==> src/rtl/skinny_masked_pkg.sv <==
// Shared types and constants for the masked Skinny-64 S-box blocks.
// Share pair type, gadget latency and golden S-box tables.
package skinny_masked_pkg;

  localparam int SBOX_HPC2_LAT = 2;

  typedef struct packed {
    logic [3:0] s0;
    logic [3:0] s1;
  } masked4_t;

  typedef enum logic {
    S_IDLE,
    S_BUSY
  } fsm_state_t;

  localparam logic [3:0] SBOX_FWD [16] = '{
    4'hc, 4'h6, 4'h9, 4'h0, 4'h1, 4'ha, 4'h2, 4'hb,
    4'h3, 4'h8, 4'h5, 4'hd, 4'h4, 4'he, 4'h7, 4'hf
  };

  localparam logic [3:0] SBOX_INV [16] = '{
    4'h3, 4'h4, 4'h6, 4'h8, 4'hc, 4'ha, 4'h1, 4'he,
    4'h9, 4'h2, 4'h5, 4'h7, 4'h0, 4'hb, 4'hd, 4'hf
  };

  function automatic logic [3:0] sbox_fwd(input logic [3:0] x);
    return SBOX_FWD[x];
  endfunction

  function automatic logic [3:0] sbox_inv(input logic [3:0] x);
    return SBOX_INV[x];
  endfunction

endpackage

==> src/rtl/skinny_inv_sbox_core_d1.sv <==
// Masked inverse Skinny-64 S-box datapath, four NOR-XOR stages.
// Includes the first-order masking cells it is built from.
module not_masked (
  input  logic a_s0,
  input  logic a_s1,
  output logic b_s0,
  output logic b_s1
);
  assign b_s0 = ~a_s0;
  assign b_s1 = a_s1;
endmodule

module reg_masked #(
  parameter int W = 4
) (
  input  logic         clk,
  input  logic [W-1:0] d_s0,
  input  logic [W-1:0] d_s1,
  output logic [W-1:0] q_s0,
  output logic [W-1:0] q_s1
);
  // plain share-wise register stage
  always_ff @(posedge clk) begin
    q_s0 <= d_s0;
    q_s1 <= d_s1;
  end
endmodule

module and_HPC2 (
  input  logic clk,
  input  logic a_s0,
  input  logic a_s1,
  input  logic b_s0,
  input  logic b_s1,
  input  logic r,
  output logic c_s0,
  output logic c_s1
);
  logic a0_q, a1_q, ab0_q, ab1_q;
  logic u0_q, u1_q, r_q;
  logic [2:0] p0_q, p1_q;

  // first layer: local products, refreshed cross shares
  always_ff @(posedge clk) begin
    a0_q  <= a_s0;
    a1_q  <= a_s1;
    ab0_q <= a_s0 & b_s0;
    ab1_q <= a_s1 & b_s1;
    u0_q  <= b_s1 ^ r;
    u1_q  <= b_s0 ^ r;
    r_q   <= r;
  end

  // second layer: each partial term in its own register
  always_ff @(posedge clk) begin
    p0_q <= {ab0_q, ~a0_q & r_q, a0_q & u0_q};
    p1_q <= {ab1_q, ~a1_q & r_q, a1_q & u1_q};
  end

  assign c_s0 = ^p0_q;
  assign c_s1 = ^p1_q;
endmodule

module skinny_inv_sbox_core_d1 (
  input  logic       clk,
  input  logic [3:0] x_s0,
  input  logic [3:0] x_s1,
  input  logic [3:0] fresh,
  output logic [3:0] y_s0,
  output logic [3:0] y_s1
);
  logic [3:0] st_s0 [5];
  logic [3:0] st_s1 [5];

  assign st_s0[0] = x_s0;
  assign st_s1[0] = x_s1;

  for (genvar k = 0; k < 4; k++) begin : g_stage
    logic na_s0, na_s1, nb_s0, nb_s1;
    logic c_s0, c_s1;
    logic [3:0] d_s0, d_s1, q_s0, q_s1;
    logic [3:0] m_s0, m_s1;

    not_masked u_na (
      .a_s0(st_s0[k][3]), .a_s1(st_s1[k][3]),
      .b_s0(na_s0), .b_s1(na_s1)
    );
    not_masked u_nb (
      .a_s0(st_s0[k][2]), .a_s1(st_s1[k][2]),
      .b_s0(nb_s0), .b_s1(nb_s1)
    );
    and_HPC2 u_and (
      .clk(clk),
      .a_s0(na_s0), .a_s1(na_s1),
      .b_s0(nb_s0), .b_s1(nb_s1),
      .r(fresh[k]),
      .c_s0(c_s0), .c_s1(c_s1)
    );
    reg_masked #(.W(4)) u_d0 (
      .clk(clk),
      .d_s0(st_s0[k]), .d_s1(st_s1[k]),
      .q_s0(d_s0), .q_s1(d_s1)
    );
    reg_masked #(.W(4)) u_d1 (
      .clk(clk),
      .d_s0(d_s0), .d_s1(d_s1),
      .q_s0(q_s0), .q_s1(q_s1)
    );

    assign m_s0 = {q_s0[3:1], q_s0[0] ^ c_s0};
    assign m_s1 = {q_s1[3:1], q_s1[0] ^ c_s1};

    if (k < 3) begin : g_rot
      assign st_s0[k+1] = {m_s0[0], m_s0[3:1]};
      assign st_s1[k+1] = {m_s1[0], m_s1[3:1]};
    end else begin : g_last
      assign st_s0[k+1] = m_s0;
      assign st_s1[k+1] = m_s1;
    end
  end

  assign y_s0 = st_s0[4];
  assign y_s1 = st_s1[4];
endmodule

==> src/rtl/skinny_inv_sbox_hpc2_d1.sv <==
// Masked inverse S-box with valid/ready front end.
// PIPELINED=1 streams, PIPELINED=0 holds one input at a time.
module skinny_inv_sbox_hpc2_d1
  import skinny_masked_pkg::*;
#(
  parameter int PIPELINED = 1,
  parameter int LATENCY   = 8
) (
  input  logic       clk,
  input  logic       rst,
  input  logic [3:0] SI_s0,
  input  logic [3:0] SI_s1,
  input  logic [3:0] Fresh,
  input  logic       in_valid,
  output logic       in_ready,
  output logic [3:0] SO_s0,
  output logic [3:0] SO_s1,
  output logic       out_valid,
  output logic       Synch
);
  logic [3:0] core_in_s0, core_in_s1;
  logic [3:0] core_out_s0, core_out_s1;

  if (LATENCY != 4 * SBOX_HPC2_LAT) begin : g_bad_lat
    $error("LATENCY must equal 4 HPC2 stages");
  end

  skinny_inv_sbox_core_d1 u_core (
    .clk(clk),
    .x_s0(core_in_s0), .x_s1(core_in_s1),
    .fresh(Fresh),
    .y_s0(core_out_s0), .y_s1(core_out_s1)
  );

  if (PIPELINED != 0) begin : g_pipe
    logic [LATENCY-1:0] vld;

    assign in_ready   = !rst;
    assign core_in_s0 = SI_s0;
    assign core_in_s1 = SI_s1;
    assign Synch      = 1'b0;

    // valid shift register follows data through the core
    always_ff @(posedge clk) begin
      if (rst) begin
        vld       <= '0;
        out_valid <= 1'b0;
        SO_s0     <= '0;
        SO_s1     <= '0;
      end else begin
        vld       <= {vld[LATENCY-2:0], in_valid && in_ready};
        out_valid <= vld[LATENCY-1];
        if (vld[LATENCY-1]) begin
          SO_s0 <= core_out_s0;
          SO_s1 <= core_out_s1;
        end
      end
    end
  end else begin : g_single
    localparam int CW = $clog2(LATENCY);
    fsm_state_t state;
    logic [CW-1:0] cnt;
    logic [3:0] hold_s0, hold_s1;

    assign in_ready   = !rst && (state == S_IDLE);
    assign core_in_s0 = (state == S_IDLE) ? SI_s0 : hold_s0;
    assign core_in_s1 = (state == S_IDLE) ? SI_s1 : hold_s1;

    // idle/busy sequencer with registered outputs
    always_ff @(posedge clk) begin
      if (rst) begin
        state     <= S_IDLE;
        cnt       <= '0;
        out_valid <= 1'b0;
        Synch     <= 1'b0;
        SO_s0     <= '0;
        SO_s1     <= '0;
      end else begin
        out_valid <= 1'b0;
        Synch     <= 1'b0;
        unique case (state)
          S_IDLE: begin
            if (in_valid) begin
              hold_s0 <= SI_s0;
              hold_s1 <= SI_s1;
              cnt     <= CW'(LATENCY - 1);
              state   <= S_BUSY;
            end
          end
          S_BUSY: begin
            if (cnt == '0) begin
              out_valid <= 1'b1;
              Synch     <= 1'b1;
              SO_s0     <= core_out_s0;
              SO_s1     <= core_out_s1;
              state     <= S_IDLE;
            end else begin
              cnt <= cnt - CW'(1);
            end
          end
        endcase
      end
    end
  end
endmodule

==> config.mk <==
export PLATFORM = sky130hd
export DESIGN_NAME = skinny_inv_sbox_hpc2_d1
export DESIGN_NICKNAME = d
export VERILOG_FILES = /design/src/rtl/skinny_masked_pkg.sv /design/src/rtl/skinny_inv_sbox_core_d1.sv /design/src/rtl/skinny_inv_sbox_hpc2_d1.sv
export SDC_FILE = /design/constraint.sdc
export NUM_CORES = 1
export LEC_CHECK = 0
export CAP_MARGIN = 20
export CORE_MARGIN = 2
export CORE_UTILIZATION = 46
export DETAILED_ROUTE_END_ITERATION = 12
export GPL_TIMING_DRIVEN = 0
export PLACE_DENSITY = 0.74
export SYNTH_ARGS = -nofsm -noshare
export SYNTH_HDL_FRONTEND = slang
export SYNTH_SLANG_ARGS = --single-unit
==> constraint.sdc <==
create_clock -name clk -period 0.85 [get_ports clk]
set_input_delay 0.17 -clock clk [delete_from_list [all_inputs] [get_ports clk]]
set_output_delay 0.17 -clock clk [all_outputs]
set_load 0.02 [all_outputs]
# Yosys cells after proc, flatten, opt, wreduce, memory -nomap -nowiden
# Cells that the tools add are included.
dict set report op_classes {
  bitwise 56
  n_reduce_logical 10
}
# operator n
set ops {}
lappend ops {{$and A1 B1 Y1} 24}
lappend ops {{$reduce_xor A3 Y1} 8}
lappend ops {{$not A1 Y1} 16}
lappend ops {{$xor A1 B1 Y1} 16}
lappend ops {{$logic_and A1 B1 Y1} 1}
lappend ops {{$logic_not A1 Y1} 1}
dict set report totals {
  output_inout_bits 11
  regBits 133
}

# Depth between registers and ports, before layout
dict set report logic_depth {
  depth_word 4
  depth_mapped 3
}

# Hierarchy
# From an unflattened synthesis, not the netlist that was laid out.
dict set report hier_totals {
  cells_unflattened 227
  hier_area_um2 3440.8
}
# module cells_per_inst n_inst area_per_inst_um2 seq_area_each_um2
set modules_own_cells {}
lappend modules_own_cells {and_HPC2 23 4 362.8 260.2}
lappend modules_own_cells {reg_masked 8 8 160.2 160.2}
lappend modules_own_cells {skinny_inv_sbox_hpc2_d1 47 1 548.0 340.3}
lappend modules_own_cells {not_masked 2 8 11.3 0.0}
lappend modules_own_cells {skinny_inv_sbox_core_d1 8 1 70.1 0.0}

# Least setup slack after synthesis
# OpenSTA, ideal clock, no wires.
dict set report synth_path {
  kind {register -> register}
  start {register u_core.g_stage[0].u_and.p0_q[0]}
  end {register u_core.g_stage[1].u_and.ab0_q}
  path_slack_ns 0.008
  setup_ns 0.117
  period_less_slack_ns 0.842
  path_stages_with_launch 4
  t_arrival_ns 0.725
  required_time_ns 0.733
  path_cell_list {dfxtp_1 > xor2_1 > xnor2_2 > nor2_2}
}
dict set report synth_between {
  elab_chain_cells 4
}
# element line
set synth_rtl {}
lappend synth_rtl {{from (decl)} skinny_inv_sbox_core_d1.sv:41} ;# logic [2:0] p0_q, p1_q;
lappend synth_rtl {{from (signal assigned)} skinny_inv_sbox_core_d1.sv:56} ;# p0_q <= {ab0_q, ~a0_q & r_q, a0_q & u0_q};
lappend synth_rtl {{$reduce_xor A3 Y1} skinny_inv_sbox_core_d1.sv:60} ;# assign c_s0 = ^p0_q;
lappend synth_rtl {{$xor A1 B1 Y1} skinny_inv_sbox_core_d1.sv:110} ;# assign m_s0 = {q_s0[3:1], q_s0[0] ^ c_s0};
lappend synth_rtl {{named net u_core.g_stage[0].m_s0[0]} skinny_inv_sbox_core_d1.sv:82} ;# logic [3:0] m_s0, m_s1;
lappend synth_rtl {{$not A1 Y1} skinny_inv_sbox_core_d1.sv:9} ;# assign b_s0 = ~a_s0;
lappend synth_rtl {{$and A1 B1 Y1} skinny_inv_sbox_core_d1.sv:47} ;# ab0_q <= a_s0 & b_s0;
lappend synth_rtl {{to (signal assigned)} skinny_inv_sbox_core_d1.sv:47}
lappend synth_rtl {{to (decl)} skinny_inv_sbox_core_d1.sv:39} ;# logic a0_q, a1_q, ab0_q, ab1_q;
# The timed path passes the listed nets, and every way through them passes these cells.
# A chain may end at the register's enable or synchronous reset.

# Worst setup path after layout
dict set report layout_path {
  start {register SO_s1[3]}
  end {output port SO_s1[3]}
}
# element line
set layout_rtl {}
lappend layout_rtl {{from (decl)} skinny_inv_sbox_hpc2_d1.sv:17} ;# output logic [3:0] SO_s1,
lappend layout_rtl {{from (signal assigned)} skinny_inv_sbox_hpc2_d1.sv:55} ;# SO_s1 <= core_out_s1;
# No word-level cell between the ends.

==> impl_metrics.toml <==
[timing]
max_freq_ghz = 0.887
setup_ws_ns = -0.277
finalCriticalPeriod_ns = 1.13
fin_setup_tns_ns = -2.54
hold_slack_ns = 0.108
clock_skew_ns = 0.00479
finalHoldViolations = 0
min_period_over_period = 1.33
rsz0062_at_grt = "yes"
slew_violations = 0
finalSetupViolations = 20

[clocking]
clk_pin_slew_ns = 0.06
clock-sinks = 129
cts_tree = "yes"
cts.path.max_buffers = 2
clock_latency_ns = 0.50
cts_max_level = 4
root_buffer = "clkbuf_8"
cts_made_buffers = 17

[outcome]
violations = "negative setup slack"
status = "complete, but fails checks"

[drt]
wl_met3_um = 268
wl_per_cell_um = 10.1
wl_met1_mm = 1.31
drt-initial-drc-count = 48
wl_met2_mm = 2.23
route.detailed.drc = 0
vias = 1541
top_layer_used = "met4"
first_pass_iters = 4
drt-total-wl_mm = 3.87
final_antenna_net_count = 0
viasPerCell = 4.03

[job]
cap_viol_max_count = 0

[placement]
post-place-ws_ns = -1.01
dp_hpwl_mm = 2.20
place_inst = 339
gp_congestion = 0.681
io_buffers = 24

[logic_synthesis]
synth-seq-area-share = 0.795
netlist_area_mm2 = 0.00325
ys_ff_latch = 129
postSynthCellCount = 219
synth_fp_nets = 234
ys_types = 15
avgSynthCellArea_um2 = 14.8
yosys_warnings = 0

[floorplanning]
die_y_um = 88.0
initial_core_util = 0.478
pin_count = 26
die_x_um = 88.0
die_area_mm2 = 0.00775
num_rows = 30
core_area_mm2 = 0.00679

[layout]
layout-drive-gt1-share = 0.374
final_util = 0.659
finalNonFillerCells = 382
syn_to_final_growth_pct = 37.9
diodes = 0
fillers = 483
layout.nets = 288

[pwr]
p_sw_uw = 3390
intPower_uw = 13100
switching_share = 0.206
power_frac_comb = 0.074
ir_drop_mv = 2.06
leakage_uw = 0.00187
seqPwrFrac = 0.466
clockPowerShare = 0.460
p_per_area_mw_per_mm2 = 3670

[critical_path]
reg2reg_slack_ns = -0.05
crit_type = "flop to output port"
path_buf_inv = 1
max_stage_delay_ns = 0.34
cp.required_ns = 0.68
worstPathMaxFanout = 2
crit_slowest_cell = "dfxtp_2"
crit_path_start_kind = "flop"
arrival_ns = 0.96
end_kind = "output port"
cp_top_family = "flip-flops"
path_cells = "buf_6"

[grt]
grt_start_max_net_pins = 17
grt_pass1_vias = 1552
antenna_found_initial = 0
grt_pass1_wl_mm = 6.52
grt_usage = 0.124
overflow = 0

[min_path]
hold_class = "input port to flop"
## layer usage
| metal | up-vias | track usage |
|---|---|---|
| li1 | 781 | - |
| met1 | 712 | 0.0955 |
| met2 | 39 | 0.220 |
| met3 | 9 | 0.0971 |
| met4 | 0 | 0.0620 |
| met5 | - | 0 |
## registers in the layout (all words and copies together) (netlist names), 8 cells and up
register	cells
u_core.g_stage.u_and.p1_q	12
u_core.g_stage.u_d0.q_s1	12
u_core.g_stage.u_d0.q_s0	16
u_core.g_stage.u_d1.q_s1	16
g_pipe.vld	8
u_core.g_stage.u_and.p0_q	12
u_core.g_stage.u_d1.q_s0	16
## area by class of cell
type                            instances  area (um^2)  area share
Sequential cell                       129         2620       0.585
Multi-Input combinational cell         82          708       0.158
Clock buffer                           18          428      0.0956
Timing Repair Buffer                   35          338      0.0754
Clock inverter                         14          210      0.0469
Tap cell                               96          120      0.0268
Buffer                                  3         33.8     0.00754
Inverter                                5         18.8     0.00419
## power groups by stage
stage	clock network (uW)	registers, uW	logic [uW]
floorplan	0	7570	917
global placement	0	7640	1080
detailed placement	0	7700	1110
CTS	7740	7670	1220
global route	8100	7800	1360
finish	7570	7670	1210
## per-stage QoR
stage,area [um^2],power [uW]
global placement,3610,8720
detailed placement,3610,8810
finish,4480,16500
floorplan,3250,8490
global route,4480,17300
CTS,4410,16600
## cells in the final DEF (no fill, tap or decap), drive strengths merged
master / n
nor2b: 17
a211oi: 2
buf: 21
and2: 12
mux2i: 6
bufinv: 5
clkinv: 4
clkbuf: 19
xor2: 14
nor2: 12
xnor2: 18
clkinvlp: 3
dfxtp: 129
clkdlybuf4s50: 13
dlygate4sd3: 3
inv: 7
conb: 1
## repair_timing
item,in CTS,in global routing
hold buffers,0,3
buffers inserted,6,1
pin swaps,21,2
endpoints found under the setup margin,27,28
hold endpoints to repair,0,8
resized for setup,95,17
cloned,1,0
## final timing paths
kind | startpoint | endpoint | cells past startpoint
worst max-delay path | SO_s1[3]$_SDFFE_PP0P_ | SO_s1[3] | 1
worst min register to register | u_core.g_stage[3].u_d0.q_s0[0]$_DFF_P_ | u_core.g_stage[3].u_d1.q_s0[0]$_DFF_P_ | 0
worst min-delay path | SI_s1[0] | u_core.g_stage[0].u_d0.q_s1[0]$_DFF_P_ | 1
worst max register to register | u_core.g_stage[3].u_d1.q_s0[0]$_DFF_P_ | SO_s0[0]$_SDFFE_PP0P_ | 3
## cells in the mapped netlist (all sizes together)
| library cell | count | share of area |
|---|---|---|
| xnor2 | 18 | 0.055 |
| and2 | 12 | 0.023 |
| nor2 | 12 | 0.016 |
| inv | 5 | 0.0058 |
| buf | 3 | 0.0062 |
| nor2b | 17 | 0.033 |
| dfxtp | 129 | 0.80 |
| a211oi | 2 | 0.0077 |
| mux2i | 6 | 0.018 |
| conb | 1 | 0.0012 |
| xor2 | 14 | 0.038 |
## cell families (layout without fill, tap and decap cells)
| logic type | after synthesis | count (layout) | synth area share |
|---|---|---|---|
| AOI/OAI and AO/OA | 2 | 2 | 0.00771 |
| xor gates and xnor gates | 32 | 32 | 0.0933 |
| buffers and inverters | 8 | 75 | 0.0119 |
| DFF | 129 | 129 | 0.795 |
| muxes | 6 | 6 | 0.0185 |
| other | 1 | 1 | 0.00115 |
| and+or+nand+nor | 41 | 41 | 0.0721 |
No activity file was read; power rests on OpenSTA's default activity.
